### src/rtl/riscv_mem_pkg.sv
// ============================================================================
// riscv_mem_pkg : RV32I load/store funct3 codes and MEM-stage FSM encoding
// Rev 1.0 : initial release
// ============================================================================
`default_nettype none

package riscv_mem_pkg;

  localparam logic [2:0] F3_LB  = 3'b000;
  localparam logic [2:0] F3_LH  = 3'b001;
  localparam logic [2:0] F3_LW  = 3'b010;
  localparam logic [2:0] F3_LBU = 3'b100;
  localparam logic [2:0] F3_LHU = 3'b101;

  localparam logic [2:0] F3_SB  = 3'b000;
  localparam logic [2:0] F3_SH  = 3'b001;
  localparam logic [2:0] F3_SW  = 3'b010;

  typedef enum logic [0:0] {
    ST_IDLE = 1'b0,
    ST_BUSY = 1'b1
  } mem_state_e;

endpackage

`default_nettype wire

### src/rtl/mem_access_stage_if.sv
// ============================================================================
// mem_access_stage_if : data-memory req/ack bus between MEM stage and memory
// Rev 1.0 : initial release
// ============================================================================
`default_nettype none

interface mem_access_stage_if #(
  parameter int DATAWIDTH = 32
);
  logic                   req;
  logic                   we;
  logic [DATAWIDTH-1:0]   addr;
  logic [DATAWIDTH-1:0]   wdata;
  logic [DATAWIDTH/8-1:0] be;
  logic [DATAWIDTH-1:0]   rdata;
  logic                   ack;

  modport master (output req, we, addr, wdata, be, input rdata, ack);
  modport slave  (input req, we, addr, wdata, be, output rdata, ack);
endinterface

`default_nettype wire

### src/rtl/mem_align_unit.sv
// ============================================================================
// mem_align_unit : store lane/byte-enable generation, load extract/extend, legality check
// Rev 1.0 : initial release
// ============================================================================
`default_nettype none

module mem_align_unit
  import riscv_mem_pkg::*;
(
  input  logic        is_load_i,
  input  logic        is_store_i,
  input  logic [2:0]  funct3_i,
  input  logic [1:0]  addr_lo_i,
  input  logic [31:0] store_data_i,
  input  logic [31:0] load_rdata_i,
  output logic [3:0]  be_o,
  output logic [31:0] wdata_o,
  output logic [31:0] load_data_o,
  output logic        illegal_o
);

  logic [7:0]  w_byte;
  logic [15:0] w_half;
  logic        w_misal;
  logic        w_bad_load;
  logic        w_bad_store;

  always_comb begin
    be_o        = 4'b0000;
    wdata_o     = store_data_i;
    load_data_o = '0;
    w_misal     = 1'b0;
    w_bad_load  = 1'b0;

    case (addr_lo_i)
      2'd0:    w_byte = load_rdata_i[7:0];
      2'd1:    w_byte = load_rdata_i[15:8];
      2'd2:    w_byte = load_rdata_i[23:16];
      default: w_byte = load_rdata_i[31:24];
    endcase
    w_half = addr_lo_i[1] ? load_rdata_i[31:16] : load_rdata_i[15:0];

    // Access size lives in funct3[1:0] for both loads and stores
    case (funct3_i[1:0])
      2'b00: begin
        be_o    = 4'b0001 << addr_lo_i;
        wdata_o = {4{store_data_i[7:0]}};
      end
      2'b01: begin
        be_o    = addr_lo_i[1] ? 4'b1100 : 4'b0011;
        wdata_o = {2{store_data_i[15:0]}};
        w_misal = addr_lo_i[0];
      end
      2'b10: begin
        be_o    = 4'b1111;
        w_misal = |addr_lo_i;
      end
      default: be_o = 4'b0000;
    endcase

    case (funct3_i)
      F3_LB:   load_data_o = {{24{w_byte[7]}}, w_byte};
      F3_LBU:  load_data_o = {24'd0, w_byte};
      F3_LH:   load_data_o = {{16{w_half[15]}}, w_half};
      F3_LHU:  load_data_o = {16'd0, w_half};
      F3_LW:   load_data_o = load_rdata_i;
      default: w_bad_load = 1'b1;
    endcase

    w_bad_store = funct3_i[2] | (funct3_i[1] & funct3_i[0]);

    illegal_o = (is_load_i & is_store_i)
              | (is_load_i & w_bad_load)
              | (is_store_i & w_bad_store)
              | ((is_load_i | is_store_i) & w_misal);
  end

endmodule

`default_nettype wire

### src/rtl/mem_access_stage.sv
// ============================================================================
// mem_access_stage : RV32 MEM stage - issues loads/stores, stalls until ack or timeout
// Rev 1.0 : initial release
// ============================================================================
`default_nettype none

module mem_access_stage
  import riscv_mem_pkg::*;
#(
  parameter int DATAWIDTH = 32,
  parameter int REGINDEX  = 5,
  parameter int TIMEOUT   = 16
) (
  input  logic                 clk,
  input  logic                 rst,
  input  logic                 ex_valid,
  input  logic                 ex_memread,
  input  logic                 ex_memwrite,
  input  logic [2:0]           ex_funct3,
  input  logic [DATAWIDTH-1:0] ex_alu_result,
  input  logic [DATAWIDTH-1:0] ex_store_data,
  input  logic [REGINDEX-1:0]  ex_rd,
  input  logic [1:0]           ex_wbsel,
  input  logic                 ex_regwrite,
  input  logic [DATAWIDTH-1:0] ex_pc,
  mem_access_stage_if.master   dmem,
  output logic [DATAWIDTH-1:0] mem_data_out,
  output logic [DATAWIDTH-1:0] alu_data_out,
  output logic [REGINDEX-1:0]  rd_out,
  output logic [1:0]           wbsel_out,
  output logic                 regwrite_out,
  output logic [DATAWIDTH-1:0] pc_out,
  output logic                 wb_en,
  output logic                 stall_out,
  output logic                 misalign_out,
  output logic                 bus_err_out
);

  localparam int CW = (TIMEOUT > 0) ? $clog2(TIMEOUT + 1) : 1;

  mem_state_e           state_q, state_d;
  logic [CW-1:0]        cnt_q, cnt_d, w_cnt_inc;
  logic                 load_q, store_q;
  logic [2:0]           funct3_q;
  logic [DATAWIDTH-1:0] addr_q, sdata_q, pc_q;
  logic [REGINDEX-1:0]  rd_q;
  logic [1:0]           wbsel_q;
  logic                 regwrite_q;
  logic                 w_capture;

  logic                 w_busy;
  logic [3:0]           w_be;
  logic [31:0]          w_wdata, w_load_data;
  logic                 w_illegal;
  logic [DATAWIDTH-1:0] w_addr;

  // While BUSY the align unit sees the captured instruction so bus fields stay stable
  assign w_busy    = (state_q == ST_BUSY);
  assign w_addr    = w_busy ? addr_q : ex_alu_result;
  assign w_cnt_inc = cnt_q + 1'b1;

  mem_align_unit u_align (
    .is_load_i    (w_busy ? load_q   : ex_memread),
    .is_store_i   (w_busy ? store_q  : ex_memwrite),
    .funct3_i     (w_busy ? funct3_q : ex_funct3),
    .addr_lo_i    (w_addr[1:0]),
    .store_data_i (w_busy ? sdata_q  : ex_store_data),
    .load_rdata_i (dmem.rdata),
    .be_o         (w_be),
    .wdata_o      (w_wdata),
    .load_data_o  (w_load_data),
    .illegal_o    (w_illegal)
  );

  always_ff @(posedge clk or negedge rst) begin
    if (!rst) begin
      state_q    <= ST_IDLE;
      cnt_q      <= '0;
      load_q     <= 1'b0;
      store_q    <= 1'b0;
      funct3_q   <= '0;
      addr_q     <= '0;
      sdata_q    <= '0;
      pc_q       <= '0;
      rd_q       <= '0;
      wbsel_q    <= '0;
      regwrite_q <= 1'b0;
    end else begin
      state_q <= state_d;
      cnt_q   <= cnt_d;
      if (w_capture) begin
        load_q     <= ex_memread;
        store_q    <= ex_memwrite;
        funct3_q   <= ex_funct3;
        addr_q     <= ex_alu_result;
        sdata_q    <= ex_store_data;
        pc_q       <= ex_pc;
        rd_q       <= ex_rd;
        wbsel_q    <= ex_wbsel;
        regwrite_q <= ex_regwrite;
      end
    end
  end

  always_comb begin
    state_d      = state_q;
    cnt_d        = cnt_q;
    w_capture    = 1'b0;
    dmem.req     = 1'b0;
    dmem.we      = 1'b0;
    dmem.addr    = {w_addr[DATAWIDTH-1:2], 2'b00};
    dmem.wdata   = w_wdata;
    dmem.be      = w_be;
    mem_data_out = '0;
    alu_data_out = ex_alu_result;
    rd_out       = ex_rd;
    wbsel_out    = ex_wbsel;
    regwrite_out = ex_regwrite;
    pc_out       = ex_pc;
    wb_en        = 1'b1;
    stall_out    = 1'b0;
    misalign_out = 1'b0;
    bus_err_out  = 1'b0;

    case (state_q)
      ST_IDLE: begin
        if (!ex_valid) begin
          regwrite_out = 1'b0;
        end else if (ex_memread || ex_memwrite) begin
          if (w_illegal) begin
            misalign_out = 1'b1;
            regwrite_out = 1'b0;
          end else begin
            dmem.req  = 1'b1;
            dmem.we   = ex_memwrite;
            stall_out = 1'b1;
            wb_en     = 1'b0;
            w_capture = 1'b1;
            cnt_d     = '0;
            state_d   = ST_BUSY;
          end
        end
      end
      default: begin
        dmem.req     = 1'b1;
        dmem.we      = store_q;
        alu_data_out = addr_q;
        rd_out       = rd_q;
        wbsel_out    = wbsel_q;
        regwrite_out = regwrite_q;
        pc_out       = pc_q;
        if (dmem.ack) begin
          mem_data_out = load_q ? w_load_data : '0;
          cnt_d        = '0;
          state_d      = ST_IDLE;
        end else if ((TIMEOUT > 0) && (w_cnt_inc == CW'(TIMEOUT))) begin
          bus_err_out  = 1'b1;
          regwrite_out = 1'b0;
          cnt_d        = '0;
          state_d      = ST_IDLE;
        end else begin
          stall_out = 1'b1;
          wb_en     = 1'b0;
          cnt_d     = (TIMEOUT > 0) ? w_cnt_inc : cnt_q;
        end
      end
    endcase

    // Outputs are forced low for the whole reset so a held memory op cannot re-request
    if (!rst) begin
      dmem.req     = 1'b0;
      dmem.we      = 1'b0;
      dmem.addr    = '0;
      dmem.wdata   = '0;
      dmem.be      = '0;
      mem_data_out = '0;
      alu_data_out = '0;
      rd_out       = '0;
      wbsel_out    = '0;
      regwrite_out = 1'b0;
      pc_out       = '0;
      wb_en        = 1'b0;
      stall_out    = 1'b0;
      misalign_out = 1'b0;
      bus_err_out  = 1'b0;
      w_capture    = 1'b0;
    end
  end

endmodule

`default_nettype wire

### src/flat_wrapper.sv
// flat-port wrapper written by rule: the top's interface ports become plain ports
module mem_access_stage_flat import riscv_mem_pkg::*;
#(
  parameter int DATAWIDTH = 32,
  parameter int REGINDEX  = 5,
  parameter int TIMEOUT   = 16
)
  (clk, rst, ex_valid, ex_memread, ex_memwrite, ex_funct3, ex_alu_result, ex_store_data, ex_rd, ex_wbsel, ex_regwrite, ex_pc, mem_data_out, alu_data_out, rd_out, wbsel_out, regwrite_out, pc_out, wb_en, stall_out, misalign_out, bus_err_out, dmem_req, dmem_we, dmem_addr, dmem_wdata, dmem_be, dmem_rdata, dmem_ack);
  mem_access_stage_if #(.DATAWIDTH(DATAWIDTH)) dmem_i ();
  input  logic clk;
  input  logic rst;
  input  logic ex_valid;
  input  logic ex_memread;
  input  logic ex_memwrite;
  input  logic [2:0] ex_funct3;
  input  logic [DATAWIDTH-1:0] ex_alu_result;
  input  logic [DATAWIDTH-1:0] ex_store_data;
  input  logic [REGINDEX-1:0] ex_rd;
  input  logic [1:0] ex_wbsel;
  input  logic ex_regwrite;
  input  logic [DATAWIDTH-1:0] ex_pc;
  output logic [DATAWIDTH-1:0] mem_data_out;
  output logic [DATAWIDTH-1:0] alu_data_out;
  output logic [REGINDEX-1:0] rd_out;
  output logic [1:0] wbsel_out;
  output logic regwrite_out;
  output logic [DATAWIDTH-1:0] pc_out;
  output logic wb_en;
  output logic stall_out;
  output logic misalign_out;
  output logic bus_err_out;
  output wire logic [$bits(dmem_i.req)-1:0] dmem_req;
  output wire logic [$bits(dmem_i.we)-1:0] dmem_we;
  output wire logic [$bits(dmem_i.addr)-1:0] dmem_addr;
  output wire logic [$bits(dmem_i.wdata)-1:0] dmem_wdata;
  output wire logic [$bits(dmem_i.be)-1:0] dmem_be;
  input wire logic [$bits(dmem_i.rdata)-1:0] dmem_rdata;
  input wire logic [$bits(dmem_i.ack)-1:0] dmem_ack;
  assign dmem_req = dmem_i.req;
  assign dmem_we = dmem_i.we;
  assign dmem_addr = dmem_i.addr;
  assign dmem_wdata = dmem_i.wdata;
  assign dmem_be = dmem_i.be;
  assign dmem_i.rdata = dmem_rdata;
  assign dmem_i.ack = dmem_ack;
  mem_access_stage #(.DATAWIDTH(DATAWIDTH), .REGINDEX(REGINDEX), .TIMEOUT(TIMEOUT)) u_core (.clk(clk), .rst(rst), .ex_valid(ex_valid), .ex_memread(ex_memread), .ex_memwrite(ex_memwrite), .ex_funct3(ex_funct3), .ex_alu_result(ex_alu_result), .ex_store_data(ex_store_data), .ex_rd(ex_rd), .ex_wbsel(ex_wbsel), .ex_regwrite(ex_regwrite), .ex_pc(ex_pc), .dmem(dmem_i), .mem_data_out(mem_data_out), .alu_data_out(alu_data_out), .rd_out(rd_out), .wbsel_out(wbsel_out), .regwrite_out(regwrite_out), .pc_out(pc_out), .wb_en(wb_en), .stall_out(stall_out), .misalign_out(misalign_out), .bus_err_out(bus_err_out));
endmodule
### config.mk
export PLATFORM = sky130hd
export DESIGN_NAME = mem_access_stage_flat
export DESIGN_NICKNAME = d
export VERILOG_FILES = /design/src/rtl/riscv_mem_pkg.sv /design/src/rtl/mem_access_stage_if.sv /design/src/rtl/mem_align_unit.sv /design/src/rtl/mem_access_stage.sv /design/src/flat_wrapper.sv
export SDC_FILE = /design/constraint.sdc
export NUM_CORES = 1
export LEC_CHECK = 0
export BUFFER_PORTS_ARGS = -buffer_cell sky130_fd_sc_hd__buf_2
export CAP_MARGIN = 20
export CORE_MARGIN = 2
export CORE_UTILIZATION = 49
export CTS_CLUSTER_DIAMETER = 150
export DETAILED_ROUTE_END_ITERATION = 16
export GPL_ROUTABILITY_DRIVEN = 0
export PLACE_DENSITY = 0.81
export SETUP_SLACK_MARGIN = 0.15
export SLEW_MARGIN = 5
export SYNTH_ARGS = -nofsm -noshare
export SYNTH_HDL_FRONTEND = slang
export SYNTH_SLANG_ARGS = --single-unit
### constraint.sdc
create_clock -name clk -period 4.9 [get_ports clk]
set_input_delay 0.49 -clock clk [delete_from_list [all_inputs] [get_ports clk]]
set_output_delay 0.49 -clock clk [all_outputs]
set_load 0.01 [all_outputs]
After elaboration in Yosys (flattened, before gate mapping) --
Cells that the tools add are included.
Operators by class: $add $sub $neg 1, bitwise logic cells 10, shift-type cells 1, reduce and logical (&&, ||, !) cells 9, mux-type cells 70, eq/ne operators 10
Operators by type and width (number):
- 32-bit two-way mux | 11
- 32-bit one-hot mux with 5 select lines | 1
- 32-bit one-hot mux with 2 select lines | 1
- 1-bit two-way mux | 40
- 5-bit two-way mux | 8
- 8-bit one-hot mux with 3 select lines | 1
- 16-bit two-way mux | 1
- 4-bit one-hot mux with 3 select lines | 1
- 4-bit two-way mux | 2
- 3-bit == test, second input constant | 2
- 5-bit by 1-bit adder with 5-bit output, second input constant | 1
- 1-bit bitwise AND | 5
- 5-bit == test, second input constant | 1
- 1-bit OR | 5
- 5-bit OR reduction | 1
- 2-bit by 1-bit == test with 1-bit output, second input constant | 2
- 2-bit == test, second input constant | 2
- 2-bit zero test | 2
- 2-bit two-way mux | 2
- 2-bit nonzero test | 2
- 1-bit by 2-bit left shift with 4-bit output, first input constant | 1
- 3-bit by 1-bit == test with 1-bit output, second input constant | 1
- 3-bit by 2-bit == test with 1-bit output, second input constant | 1
- 3-bit zero test | 1
- other kinds (6) | 6
Word-level totals: bits of input ports 145, bits in registers 115

Logic depth before layout (Yosys ltp) --
depth in word-level cells 13, gate-level depth with buffers 14, depth with buffers taken out 9

Modules after synthesis --
Synthesis repeated with hierarchy kept, for this count alone.
Unflattened totals: cells, all modules 783, area total of the unflattened synthesis 8261.7 um^2
Modules (own cells, without submodules):
- mem_access_stage | sequential area each 2877.8 um^2, area an instance 6907.9 um^2, instances 1, cells an instance 592
- mem_align_unit | sequential area each 0.0 um^2, area an instance 1353.8 um^2, instances 1, cells an instance 191

Worst setup path after synthesis --
Ideal clock, no wire load.
kind register to output, start reg u_core.state_q, end out mem_data_out[10], setup slack 1220 ps, cell stages (with the launch flop) 14, path buffers 6, data required time 4410 ps, arrival 3190 ps, cell sequence dfrtp_1 -> buf_2 -> buf_2 -> buf_2 -> buf_2 -> mux2i_1 -> inv_1 -> ha_1 -> clkbuf_1 -> clkinv_1 -> nor2_1 -> clkbuf_1 -> a22oi_1 -> a21oi_1
On the way: word-level cells in the longest chain between the ends 8
RTL lines:
- start, declared | line mem_access_stage.sv:41 | mem_state_e state_q, state_d;
- start signal, assigned | line mem_access_stage.sv:89 | state_q <= state_d;
- 32-bit two-way mux | line mem_access_stage.sv:59 | assign w_addr = w_busy ? addr_q : ex_alu_result;
- 2-bit == test (tied with other cells) | line mem_align_unit.sv:35 | case (addr_lo_i)
- 8-bit one-hot mux with 3 select lines | line mem_align_unit.sv:35
- 32-bit one-hot mux with 5 select lines | line mem_align_unit.sv:61 | case (funct3_i)
- 32-bit two-way mux | line mem_access_stage.sv:153 | mem_data_out = load_q ? w_load_data : '0;
- 32-bit two-way mux | line mem_access_stage.sv:152 | if (dmem.ack) begin
- 32-bit two-way mux * | line mem_access_stage.sv:125 | case (state_q)
- 32-bit two-way mux * | line mem_access_stage.sv:170 | if (!rst) begin
- end, declared | line flat_wrapper.sv:22 | output logic [DATAWIDTH-1:0] mem_data_out;
Mark *: on every way between the ends. The rest lies on a longest branch, timed or not.

Worst setup path after layout --
start reg u_core.state_q, end out mem_data_out[30]
Same word-level chain as after synthesis.

==> out/metrics.yaml <==
clock_skew_ns: 0.01437
multi_input_area_sq_um: 4347
drc: 0
portBuffers: 320
drv_cap: 0
numClockSinks: 115
max_slew_margin: 0.3336
dr.pass1.iters: 4
chipHeight_um: 129.7
wl_um: 22050
synth_top_family_by_area: "multiplexers"
synthesis.area_sq_um: 7742
fin_cells: 1221
tightestPinTransition_ns: 0.9995
via_count: 6754
ir_worst_vdd_mv: 0.3609
synth_top_cell_area_share: 0.3717
setup_viol: 0
grt_antenna_before_repair: 1
synthDistinctLibCells: 51
yosys_warnings: 0
postCtsSetupRepairBufs: 0
path_cells: "buf_4, buf_4, inv_2, nor3_1, o311ai_1, buf_4, a21oi_1, buf_2"
antenna_left: 0
synth_edf_count: 0
area.sequential_sq_um: 2882
synth_compound_area_frac: 0.1301
avgViaCountPerCell: 5.532
synth_xor_area_frac: 0.002262
reg2reg_depth: 6
synthMuxAreaShare: 0.3392
endpoint_kind: "output port"
die_x_um: 129.7
fp.dieArea_sq_um: 16820
synth.yosys.seq_area_share: 0.3717
crit_path_start_kind: "flop"
worst_path_max_delay_cell: "buf_4"
nets: 1146
synth_fa_ha_area_frac: 0.008080
synthFlopType: "dfrtp_1"
dp.cells: 1187
core_area_sq_um: 15310
final_max_slew_viol_count: 0
power.total_mw: 5.828
clk_latency_ns: 0.41
syn_avg_cell_area_sq_um: 10.68
synth_area_leaders: "dfrtp_1 (37%), mux2_4 (19%), mux2i_1 (13%)"
synthToLayoutAreaGrowth_pct: 26.78
synth-seq-cells: 115
critPathMaxStageDelay_ns: 0.89
drtIter0Drc: 321
worstHoldPathType: "input port to flop"
synthCells: 725
yosysTopAreaCell: "dfrtp_1"
crit_fanout: 66
period_share: 0.9283
hold_viol_final: 0
fillers: 1274
required_ns: 4.41
synthArstFlopShare: 1.000
crit_cells: 8
cts_made_buffers: 17
grt_start_max_net_pins: 85
grt.total_usage: 0.2525
cts_tree: "built"
path_class: "flop to output port"
cts_root_buffer: "clkbuf_16"
top_usage_layer: "met2"
grt_pass1_wl_um: 33200
synthSimpleGateAreaFrac: 0.07773
grt_pass1_vias: 6488
final_util: 0.6409
yosysMostFrequentCell: "dfrtp_1"
worst_hold_path.num_cells: 2
grt_use_met1: 0.3013
num_rows: 45
cts_buffer_depth: 2
p_leak_nw: 5.140
clock.fmax_mhz: 219.8
clkTransAtPathRegs_ns: 0.06
status: "finished, final reports clean"
path_common_cell: "buf_4"
rsz0062_at_grt: "false"
synth_common_cells: "dfrtp_1 (115), mux2_4 (99), mux2i_1 (97)"
p_per_area_nw_per_um2: 593.7
use_met2: 0.4419
tns_ns: 0
dp_hpwl_um: 15900
wl_per_cell_um: 18.06
cp_data_arrival_time_ns: 4.06
period_needed_ns: 4.549
start_util: 0.5056
worst-path-buf-inv: 5
drive_gt1_frac: 0.4688
critPathTopFamily: "buffers and inverters"
cts_max_level: 4
met3_usage: 0.06847
grt_overflow_total: 0
ios: 323
power by group:
part / switching, mW / internal (mW)
Sequential: 0.309 / 1.43
Combinational: 1.41 / 1.47
Clock: 0.460 / 0.750
Total: 2.18 / 3.65
registers in the layout, indices dropped and copies added, names as in the netlist:
register and flops:
u_core.addr_q 32, u_core.cnt_q 5, u_core.funct3_q 3, u_core.load_q 1
u_core.pc_q 32, u_core.rd_q 5, u_core.regwrite_q 1, u_core.sdata_q 32
u_core.state_q 1, u_core.store_q 1, u_core.wbsel_q 2
layer usage:
metal	vias up	part of all wire	routed length (um)
met4	0	0.018	407
li1	3142	-	-
met5	-	0	0
met1	3260	0.40	8772
met2	317	0.51	11150
met3	35	0.078	1720
worst reg2reg max path, delay by kind of cell (launching register included):
| kind | cells | cell delay [ns] |
|---|---|---|
| AND/OR/NAND/NOR | 2 | 0.48 |
| flip-flops | 1 | 0.45 |
| buffers and inverters | 3 | 2.23 |
| multiplexers | 1 | 0.49 |
layout by cell type (no fill, tap or decap), types with 5 or more instances in the layout:
cell	netlist	layout
a22oi_1	23	23
o22ai_1	20	20
mux2_4	99	99
clkbuf_16	0	17
mux2_1	10	10
o21ai_0	17	17
o211ai_1	7	7
a21oi_1	47	47
nand2_1	39	39
mux2i_1	97	97
nor2_1	93	93
buf_2	7	319
buf_4	33	12
ha_1	5	5
dfrtp_1	115	114
o21a_1	7	7
cells by family after synthesis:
group | Yosys count
fa+ha+maj | 5
simple gates | 150
other cells | 1
mux | 210
xor+xnor | 2
flops | 115
buf+inv | 90
compound gates | 152
stage by stage:
stage	hold WS (ns)	area (sq um)	worst slack (ns)
after floorplan	0.1944	7746	1.220
after global placement	0.3631	9209	0.5154
after detailed placement	0.3586	9209	0.3615
after CTS	0.2878	9806	0.2710
after global routing	0.2984	9813	0.1771
final	0.3044	9816	0.3511
worst paths after layout:
kind | from | slack, ns | to
min in group asynchronous | rst | 0.48 | u_core.sdata_q[20]$_DFFE_PN0P_
hold reg to reg | u_core.addr_q[3]$_DFFE_PN0P_ | 0.49 | u_core.addr_q[3]$_DFFE_PN0P_
setup reg to reg | u_core.state_q$_DFF_PN0_ | 1.14 | u_core.addr_q[6]$_DFFE_PN0P_
hold / removal | ex_alu_result[4] | 0.30 | u_core.addr_q[4]$_DFFE_PN0P_
setup / recovery | u_core.state_q$_DFF_PN0_ | 0.35 | mem_data_out[30]
max in group asynchronous | rst | 3.35 | u_core.state_q$_DFF_PN0_
cell type report:
class | count | area share
flip-flops and latches | 115 | 0.2936
inverters | 8 | 0.003059
repair buffers | 333 | 0.1740
clock buffers | 17 | 0.04334
clock inverters | 15 | 0.01606
well taps | 211 | 0.02690
multi-input cells | 521 | 0.4428
diodes | 1 | 0.0002549
repair_timing:
action,CTS,global route
endpoints found under the setup margin,1,1
cloned,0,0
hold buffers,1,0
endpoints found under the hold margin,13,0
gates resized for setup,1,1
No activity file was read; power rests on OpenSTA's default activity.
